==> src/rtl/arb_rr16.sv <==
// arb_rr16: sixteen-requester round-robin arbiter driving a one-hot grant and
// the 4-bit select of a shared 16:1 datapath mux. A grant lasts until done,
// until the owner drops its request, or until HOLD_MAX cycles have elapsed.
//
// Handshake: req[i] is a level request; once granted, requester i owns the
// datapath while active=1 and gnt[i]=1. A single-cycle done (or dropping
// req[i]) ends ownership at the next edge. There is no back-pressure. Every
// release is followed by at least one idle cycle so sel can settle.
module arb_rr16 #(
  parameter int unsigned HOLD_MAX = 16
) (
  input  logic        clk,
  input  logic        rst_n,
  input  logic [15:0] req,
  input  logic        done,
  output logic [15:0] gnt,
  output logic [3:0]  sel,
  output logic        active,
  output logic        timeout,
  output logic        dbg_state
);

  typedef enum logic {
    ST_IDLE  = 1'b0,
    ST_GRANT = 1'b1
  } state_e;

  localparam logic [7:0] HOLD_LIM = 8'(HOLD_MAX);

  state_e      state_q, state_d;
  logic [3:0]  ptr_q, ptr_d;
  logic [7:0]  hold_cnt_q, hold_cnt_d;
  logic [15:0] gnt_q, gnt_d;
  logic [3:0]  sel_q, sel_d;
  logic        active_q, active_d;
  logic        timeout_q, timeout_d;

  logic [3:0]  win_idx;
  logic        win_found;
  logic        rel_done, rel_drop, rel_limit, release_now;

  // Circular priority scan starting at ptr: first set request wins.
  always_comb begin
    logic [3:0] idx;
    win_idx   = ptr_q;
    win_found = 1'b0;
    idx       = ptr_q;
    for (int i = 0; i < 16; i++) begin
      idx = ptr_q + 4'(i);
      if (!win_found && req[idx]) begin
        win_found = 1'b1;
        win_idx   = idx;
      end
    end
  end

  // Release conditions seen while a grant is held.
  always_comb begin
    rel_done    = done;
    rel_drop    = !req[sel_q];
    rel_limit   = (hold_cnt_q == HOLD_LIM);
    release_now = rel_done || rel_drop || rel_limit;
  end

  // Next-state and registered-output logic for the IDLE/GRANT machine.
  always_comb begin
    state_d    = state_q;
    ptr_d      = ptr_q;
    hold_cnt_d = hold_cnt_q;
    gnt_d      = gnt_q;
    sel_d      = sel_q;
    active_d   = active_q;
    timeout_d  = 1'b0;
    unique case (state_q)
      ST_IDLE: begin
        if (win_found) begin
          state_d    = ST_GRANT;
          sel_d      = win_idx;
          gnt_d      = 16'(1) << win_idx;
          active_d   = 1'b1;
          hold_cnt_d = 8'd1;
        end
      end
      ST_GRANT: begin
        if (release_now) begin
          state_d   = ST_IDLE;
          gnt_d     = '0;
          active_d  = 1'b0;
          ptr_d     = sel_q + 4'd1;
          // Only a pure hold-limit release is reported as a timeout.
          timeout_d = rel_limit && !rel_done && !rel_drop;
        end else begin
          hold_cnt_d = hold_cnt_q + 8'd1;
        end
      end
      default: begin
        state_d = ST_IDLE;
      end
    endcase
  end

  // State and output registers with synchronous active-low reset.
  always_ff @(posedge clk) begin
    if (!rst_n) begin
      state_q    <= ST_IDLE;
      ptr_q      <= '0;
      hold_cnt_q <= '0;
      gnt_q      <= '0;
      sel_q      <= '0;
      active_q   <= 1'b0;
      timeout_q  <= 1'b0;
    end else begin
      state_q    <= state_d;
      ptr_q      <= ptr_d;
      hold_cnt_q <= hold_cnt_d;
      gnt_q      <= gnt_d;
      sel_q      <= sel_d;
      active_q   <= active_d;
      timeout_q  <= timeout_d;
    end
  end

  assign gnt       = gnt_q;
  assign sel       = sel_q;
  assign active    = active_q;
  assign timeout   = timeout_q;
  assign dbg_state = state_q;

endmodule

==> config.mk <==
export PLATFORM = sky130hd
export DESIGN_NAME = arb_rr16
export DESIGN_NICKNAME = d
export VERILOG_FILES = /design/src/rtl/arb_rr16.sv
export SDC_FILE = /design/constraint.sdc
export NUM_CORES = 1
export LEC_CHECK = 0
export ABC_AREA = 1
export CAP_MARGIN = 40
export CELL_PAD_IN_SITES_DETAIL_PLACEMENT = 1
export CELL_PAD_IN_SITES_GLOBAL_PLACEMENT = 1
export CORE_ASPECT_RATIO = 2
export CORE_MARGIN = 2
export CORE_UTILIZATION = 39
export DETAILED_ROUTE_END_ITERATION = 6
export GPL_TIMING_DRIVEN = 1
export HOLD_SLACK_MARGIN = 0.12
export PLACE_DENSITY = 0.84
export SYNTH_ARGS = -nofsm -noshare
export SYNTH_HDL_FRONTEND = slang
export SYNTH_SLANG_ARGS = --single-unit
==> constraint.sdc <==
create_clock -name clk -period 4 [get_ports clk]
set_input_delay 0.8 -clock clk [delete_from_list [all_inputs] [get_ports clk]]
set_output_delay 0.8 -clock clk [all_outputs]
set_load 0.01 [all_outputs]
==> results of run 1 <==
## critical path: stages
cell             delay (ps)
clkdlybuf4s50_1         450
nand2_1                 110
nand3_1                 110
nand3_1                 110
nand3_1                 110
nand2_2                 130
nand3_4                 130
nor2_8                  170
nand4_4                 120
nor2_4                  170
nand4_4                 160
nor2_8                  200
nand4_1                 230
nor2_1                  170
nor2_1                   60
nand2_1                 140
nand2_2                 120
nand2_2                  90
inv_1                    70
nand2_1                  80
nor2_2                   50
nor2_1                  130
nor2_1                   60
## repair_timing
action,in CTS,in global routing
buffers inserted,0,6
resized for setup,0,46
endpoints found under the hold margin,0,0
endpoints found under the setup margin,0,25
## cells in the mapped netlist, types with 4 or more instances
library cell / instances / area share [%]
dfxtp_1: 35 / 19
o22ai_1: 4 / 0.67
nand4_1: 14 / 2.3
clkbuf_1: 7 / 0.70
nor2_1: 83 / 8.3
o21ai_0: 28 / 3.8
ha_1: 11 / 3.7
buf_4: 4 / 0.80
buf_2: 4 / 0.54
nand2_2: 6 / 1.0
a21oi_1: 20 / 2.7
inv_1: 71 / 7.1
xnor2_1: 4 / 0.94
nand2_1: 197 / 20
buf_6: 4 / 1.2
o21ai_1: 7 / 0.94
nand3_1: 111 / 15
inv_2: 10 / 1.0
## worst min path at each step
stage / to / cells after the start / from / slack [ps]
after floorplan: hold_cnt_q[3]$_SDFFE_PN0P_ / 2 / hold_cnt_q[3]$_SDFFE_PN0P_ / 460
after global placement: gnt[3]$_SDFFE_PN0P_ / 2 / gnt[3]$_SDFFE_PN0P_ / 460
after detailed placement: gnt[3]$_SDFFE_PN0P_ / 2 / gnt[3]$_SDFFE_PN0P_ / 460
after CTS: gnt[3]$_SDFFE_PN0P_ / 2 / gnt[3]$_SDFFE_PN0P_ / 470
after global routing: gnt[2]$_SDFFE_PN0P_ / 2 / gnt[2]$_SDFFE_PN0P_ / 500
final: gnt[3]$_SDFFE_PN0P_ / 2 / gnt[3]$_SDFFE_PN0P_ / 480
## flip-flops by register name (all words and copies together), names as in the netlist
register    cells
hold_cnt_q      8
gnt            16
active          1
ptr_q           4
timeout         1
dbg_state       1
sel             4
## area by class of cell
type	instances	area [um^2]	share of cell area, %
flip-flops and latches	35	701	15.1
repair buffers	66	636	13.7
inverters	84	320	6.89
multi-input cells	521	2710	58.2
clock buffers	8	156	3.36
well taps	104	130	2.80
## routing by layer
| layer | vias up | routed length [um] |
|---|---|---|
| li1 | 2229 | - |
| met1 | 2232 | 5000 |
| met2 | 108 | 8590 |
| met3 | 63 | 330 |
| met4 | 0 | 966 |
| met5 | - | 0 |
## stage by stage
stage	power (W)	area [um^2]
global route	0.00437	4650
detailed placement	0.00332	4300
global placement	0.00322	4300
finish	0.00402	4650
CTS	0.00377	4450
floorplan	0.00242	3730
## cell families after synthesis
family                   share of synthesized area (%)
buffers and inverters                             11.8
XOR/XNOR                                          3.25
flip-flops                                        18.8
AND/OR/NAND/NOR                                   52.3
AO/OA/AOI/OAI                                     10.2
adder cells (fa/ha/maj)                           3.69
## power by group through the flow
stage          Clock, W  Combinational, W  Sequential (W)
2_1_floorplan         0           0.00194        0.000484
3_3_place_gp          0           0.00274        0.000486
3_5_place_dp          0           0.00283        0.000488
4_1_cts        0.000416           0.00287        0.000482
5_1_grt        0.000424           0.00346        0.000491
6_report       0.000412           0.00312        0.000484
==> summary.md, run 1 <==
| Metric | Value |
|---|---|
| Clock Tree Buf Depth | 2 |
| Pre-CTS setup slack | -133 ps |
| Post-synth ARST share | 0% |
| Die Wd | 73.2 um |
| Hold buffers post-CTS | 0 |
| Post-DP HPWL | roughly 11 mm |
| DRC errors left | 0 |
| Register-to-Register Path Depth | 25 |
| Post-layout utilization of the core | 49.9% |
| Met1 Use GR | between 20% and 30% |
| # rows | 50 |
| Setup slack after layout | ~160 ps |
| Via count | roughly 4600 |
| Die Y | between 100 and 150 um |
| CORE AREA | roughly 9300 um^2 |
| Detailed Route Iter0 Violations | ~230 |
| Met3 usage | between 1.5 and 2% |
| Fraction of layout cells with a size suffix above 1 | 13.6% |
| Largest net degree at the start of global routing | 26 |
| Fill count | 1288 |
| Syn Nets | just under 700 |
| # diodes | 0 |
| Crit path from | req[1] |
| Gp weighted congestion | around 0.95 |
| Slew Viols, Final | 0 |
| Fin. Hold Viols | 0 |
| Comb power frac | 77.7% |
| IO Pins | 42 |
| Fin Hold WS | between 400 and 500 ps |
| CP max FO | 7 |
| CTS Root Cell | clkbuf_16 |
| Most frequent cells in the layout | nand2_1, nand3_1, nor2_1 |
| Pwr/cell area | about 860 nW/um^2 |
| Worst Setup EP | gnt[10]$_SDFFE_PN0P_ |
| Fin cells | slightly above 800 |
| Reg-to-reg endpoint | gnt[10]$_SDFFE_PN0P_ |
| Worst-margin pin slew | between 700 and 800 ps |
| Clock tree from TritonCTS | done |
| Flops & latches, synth | 35 |
| Post-synth top flop | dfxtp_1 |
| WS Path Type | input port to flop |
| Clk pin slew, worst setup/hold paths | about 50 ps |
| Synth warn | 0 |
| Clk_lat worst skew | approximately 280 ps |
| Status | complete, no violations |
| Drt first pass iters | 4 |
| Sw Ratio | slightly below 60% |
| Gr ovfl total | 0 |
| Post-route minimum period | about 3800 ps |
| Max VDD drop | roughly 550 uV |
| Sw power | 0.00234 W |
| Crit path DAT | about 4000 ps |
| Sequential element share of the synthesized area | roughly a fifth |
| Cell Int Power | 0.00168 W |
| Synth Instances | 658 |
| Wire per inst | about 18 um |
| Clock power frac | 10.2% |
| Worst slew margin | around 50% |
| Port buffer count | 41 |
| Post-route setup TNS | 0 ps |
| Worst EP required | between 4000 and 5000 ps |
| Post-Synthesis Cell Area | 3730 um^2 |
| Leakage power | roughly 2.2 nW |
| First-pass GRT wire length | approximately 23 mm |
| Worst min path class | flop to flop |
| GR Layer Usage met2 | 55.6% |
| Placed insts | 803 |
| DIE AREA | 10400 um^2 |
| CP Capture Type | flop |
| Number of nets with antenna violations after routing | 0 |
| R2R Path Start | ptr_q[0]$_SDFFE_PN0P_ |
| Sink Count | 35 |
| Fin Clk Skew | 4.39 ps |
| Depth of the CTS H-tree | 2 |
| Layout Nets | 743 |
| Post-synthesis average cell area | roughly 5.7 um^2 |
| DR vias/cell | between 5 and 6 |
| Starting Density | between 40% and 50% |
| Fmax achieved | between 200 and 300 MHz |
| Initial antenna violation count | 0 |
| Startpoint Class | input port |
| Detailed-route wire length | about 15 mm |
| Sequential share of power | 12.0% |
| Commonest non-fill, non-tap cell in the layout | nand2_1 |
| Max-cap violation count | 0 |
| # setup viols final | 0 |
| FF-to-FF setup slack | ~210 ps |
| Gr busiest metal | met2 |
| Final worst path period share | between 90% and 100% |
| CTS Buf Count | 5 |
| Synthesis-to-finish area growth | 24.5% |
| Global Route Usage Sum | ~28% |
| Netlist cell types | 38 |
| Post-synth EDFFs | 0 |
| Vias in the first global route | about 4800 |
Power figures use the tool's default switching activity.
==> inputs of run 2 (changes only) <==
--- a/config.mk
+++ b/config.mk
@@ -6,16 +6,19 @@
 export NUM_CORES = 1
 export LEC_CHECK = 0
 export ABC_AREA = 1
+export ABC_CLOCK_PERIOD_IN_PS = 4000
 export CAP_MARGIN = 40
 export CELL_PAD_IN_SITES_DETAIL_PLACEMENT = 1
 export CELL_PAD_IN_SITES_GLOBAL_PLACEMENT = 1
 export CORE_ASPECT_RATIO = 2
 export CORE_MARGIN = 2
 export CORE_UTILIZATION = 39
+export CTS_CLUSTER_SIZE = 14
 export DETAILED_ROUTE_END_ITERATION = 6
 export GPL_TIMING_DRIVEN = 1
 export HOLD_SLACK_MARGIN = 0.12
 export PLACE_DENSITY = 0.84
+export SETUP_SLACK_MARGIN = 0.5
 export SYNTH_ARGS = -nofsm -noshare
 export SYNTH_HDL_FRONTEND = slang
 export SYNTH_SLANG_ARGS = --single-unit
==> run 2 against run 1 <==
Against the previous run: cell count up 5.1%; fmax down 0.45%; setup slack worse by 17 ps; clock skew up 6.3 ps; first-iteration DRC count up 79%; via count up 18%; clock power up 14%; power up 37%; flip-flop and latch count unchanged; non-clock buffer count up 39; largest power group unchanged.
==> summary.md, run 2 (synthesis results as in run 1) <==
| Metric | Value |
|---|---|
| Status | complete, no violations |
| Slew Viols, Final | 0 |
| Post-DP HPWL | approximately 12 mm |
| CTS Root Cell | clkbuf_16 |
| Fin Clk Skew | 10.7 ps |
| Fin. Hold Viols | 0 |
| Vias in the first global route | slightly above 5000 |
| Post-layout utilization of the core | 59.1% |
| IO Pins | 42 |
| Pwr/cell area | around 1000 nW/um^2 |
| Crit path DAT | around 4000 ps |
| Detailed-route wire length | about 22 mm |
| Drt first pass iters | 5 |
| Worst EP required | a little over 4000 ps |
| Sequential share of power | under 10% |
| RSZ-0062 raised after global routing | true |
| Die Y | 142 um |
| CP max FO | 7 |
| CTS Buf Count | 5 |
| Fraction of layout cells with a size suffix above 1 | between 30% and 40% |
| Clock tree from TritonCTS | done |
| Worst-margin pin slew | just over 800 ps |
| Detailed Route Iter0 Violations | between 400 and 500 |
| Wire per inst | 25.3 um |
| Global Route Usage Sum | about a third |
| DR vias/cell | 6.35 |
| Cell Int Power | 0.00222 W |
| Final worst path period share | a little over nine tenths |
| CP Capture Type | flop |
| Largest register FFs | 16 |
| Number of nets with antenna violations after routing | 0 |
| Layout Nets | between 700 and 800 |
| Comb power frac | approximately 80% |
| Clock Tree Buf Depth | 2 |
| DRC errors left | 0 |
| Max-cap violation count | 0 |
| Sw power | around 0.0033 W |
| First-pass GRT wire length | between 20 and 30 mm |
| Port buffer count | between 40 and 50 |
| Sink Count | 35 |
| Post-route cell area | ~5500 um^2 |
| Fmax achieved | approximately 260 MHz |
| Placed cell areas | 4380 um^2 |
| DIE AREA | between 10000 and 15000 um^2 |
| Gr ovfl total | 0 |
| Clk_lat worst skew | approximately 300 ps |
| Worst slew margin | roughly 46% |
| Die Wd | between 70 and 80 um |
| Clk pin slew, worst setup/hold paths | about 70 ps |
| WS Path Type | input port to flop |
| # setup viols final | 0 |
| Post-route minimum period | around 3900 ps |
| Startpoint Class | input port |
| Worst min path class | flop to flop |
| Synthesis-to-finish area growth | 47.4% |
| Initial antenna violation count | 1 |
| Most frequent cells in the layout | nand2_1, nand3_1, nor2_1 |
| CORE AREA | roughly 9300 um^2 |
| Starting Density | 40.1% |
| Largest net degree at the start of global routing | 26 |
| Fill count | ~1200 |
| Gp weighted congestion | about 0.9 |
| Depth of the CTS H-tree | 2 |
| Sw Ratio | about three fifths |
| Max VDD drop | ~650 uV |
| Clock power frac | 8.5% |
| # rows | 50 |
| Commonest non-fill, non-tap cell in the layout | nand2_1 |
| Hold buffers post-CTS | 0 |
| Leakage power | approximately 2.5 nW |
| Via count | about 5500 |
run 2: final timing paths:
path | startpoint | endpoint | slack [ps] | cells after the start
max | req[1] | gnt[14]$_SDFFE_PN0P_ | 140 | 25
min | gnt[6]$_SDFFE_PN0P_ | gnt[6]$_SDFFE_PN0P_ | 500 | 2
max reg2reg | ptr_q[1]$_SDFFE_PN0P_ | gnt[5]$_SDFFE_PN0P_ | 140 | 26
min reg2reg | gnt[6]$_SDFFE_PN0P_ | gnt[6]$_SDFFE_PN0P_ | 500 | 2
run 2: what timing repair did:
| action | 4_1_cts | 5_1_grt |
|---|---|---|
| pin swaps | 27 | 40 |
| resized for setup | 69 | 157 |
| gates cloned | 2 | 1 |
| buffers inserted | 10 | 27 |
| setup endpoints to repair | 29 | 26 |
run 2: power groups by stage:
stage	combinational (W)	sequential (W)	clock, W
after floorplan	0.00198	0.000484	0
after global placement	0.00286	0.000484	0
after detailed placement	0.00299	0.000488	0
after CTS	0.00337	0.000484	0.000458
after global routing	0.00478	0.000509	0.000477
final	0.00454	0.000506	0.000470
run 2: per-stage QoR:
stage | std cells | hold slack, ps | worst slack (ps) | setup TNS (ps) | power (W)
final | 860 | 497 | 139 | 0 | 0.00552
after floorplan | 658 | 455 | 513 | 0 | 0.00246
after global placement | 811 | 456 | -26.3 | -26.3 | 0.00335
after global routing | 860 | 500 | -189 | -1860 | 0.00576
after CTS | 831 | 469 | 502 | 0 | 0.00431
after detailed placement | 811 | 460 | -98.6 | -957 | 0.00347
run 2: per-layer routing:
layer | GRT usage (%) | vias to the layer above | share of wire [%]
li1 | - | 2324 | -
met1 | 29.7 | 2601 | 33
met2 | 61.0 | 358 | 51
met3 | 2.55 | 178 | 5.9
met4 | 24.0 | 0 | 9.9
met5 | 0 | - | 0
run 2: worst max-delay path, cell delays in order:
cell and delay, ps:
dlygate4sd2_1 290, nand2_2 100, nand3_1 160, nand3_1 140, nand2_1 130, inv_2 90, nand2_1 60, o21ai_1 100
buf_4 160, nand4_4 130, nor2_4 190, nand4_4 150, nor2_8 200, nand4_4 150, nor2_4 250, buf_4 170
nor2_2 50, nand2_4 120, nand2_8 90, nand2_4 90, inv_2 50, nand2_1 60, nor2_1 50, nor2_1 130
nor2_1 70
run 2: area by class of cell:
| type | count | area, um^2 | share of cell area (%) |
|---|---|---|---|
| Timing Repair Buffer | 105 | 922 | 16.7 |
| Sequential cell | 35 | 709 | 12.9 |
| Antenna cell | 1 | 2.50 | 0.0454 |
| Tap cell | 104 | 130 | 2.36 |
| Multi-Input combinational cell | 523 | 3230 | 58.7 |
| Inverter | 84 | 342 | 6.20 |
| Clock inverter | 3 | 43.8 | 0.795 |
| Clock buffer | 5 | 125 | 2.27 |
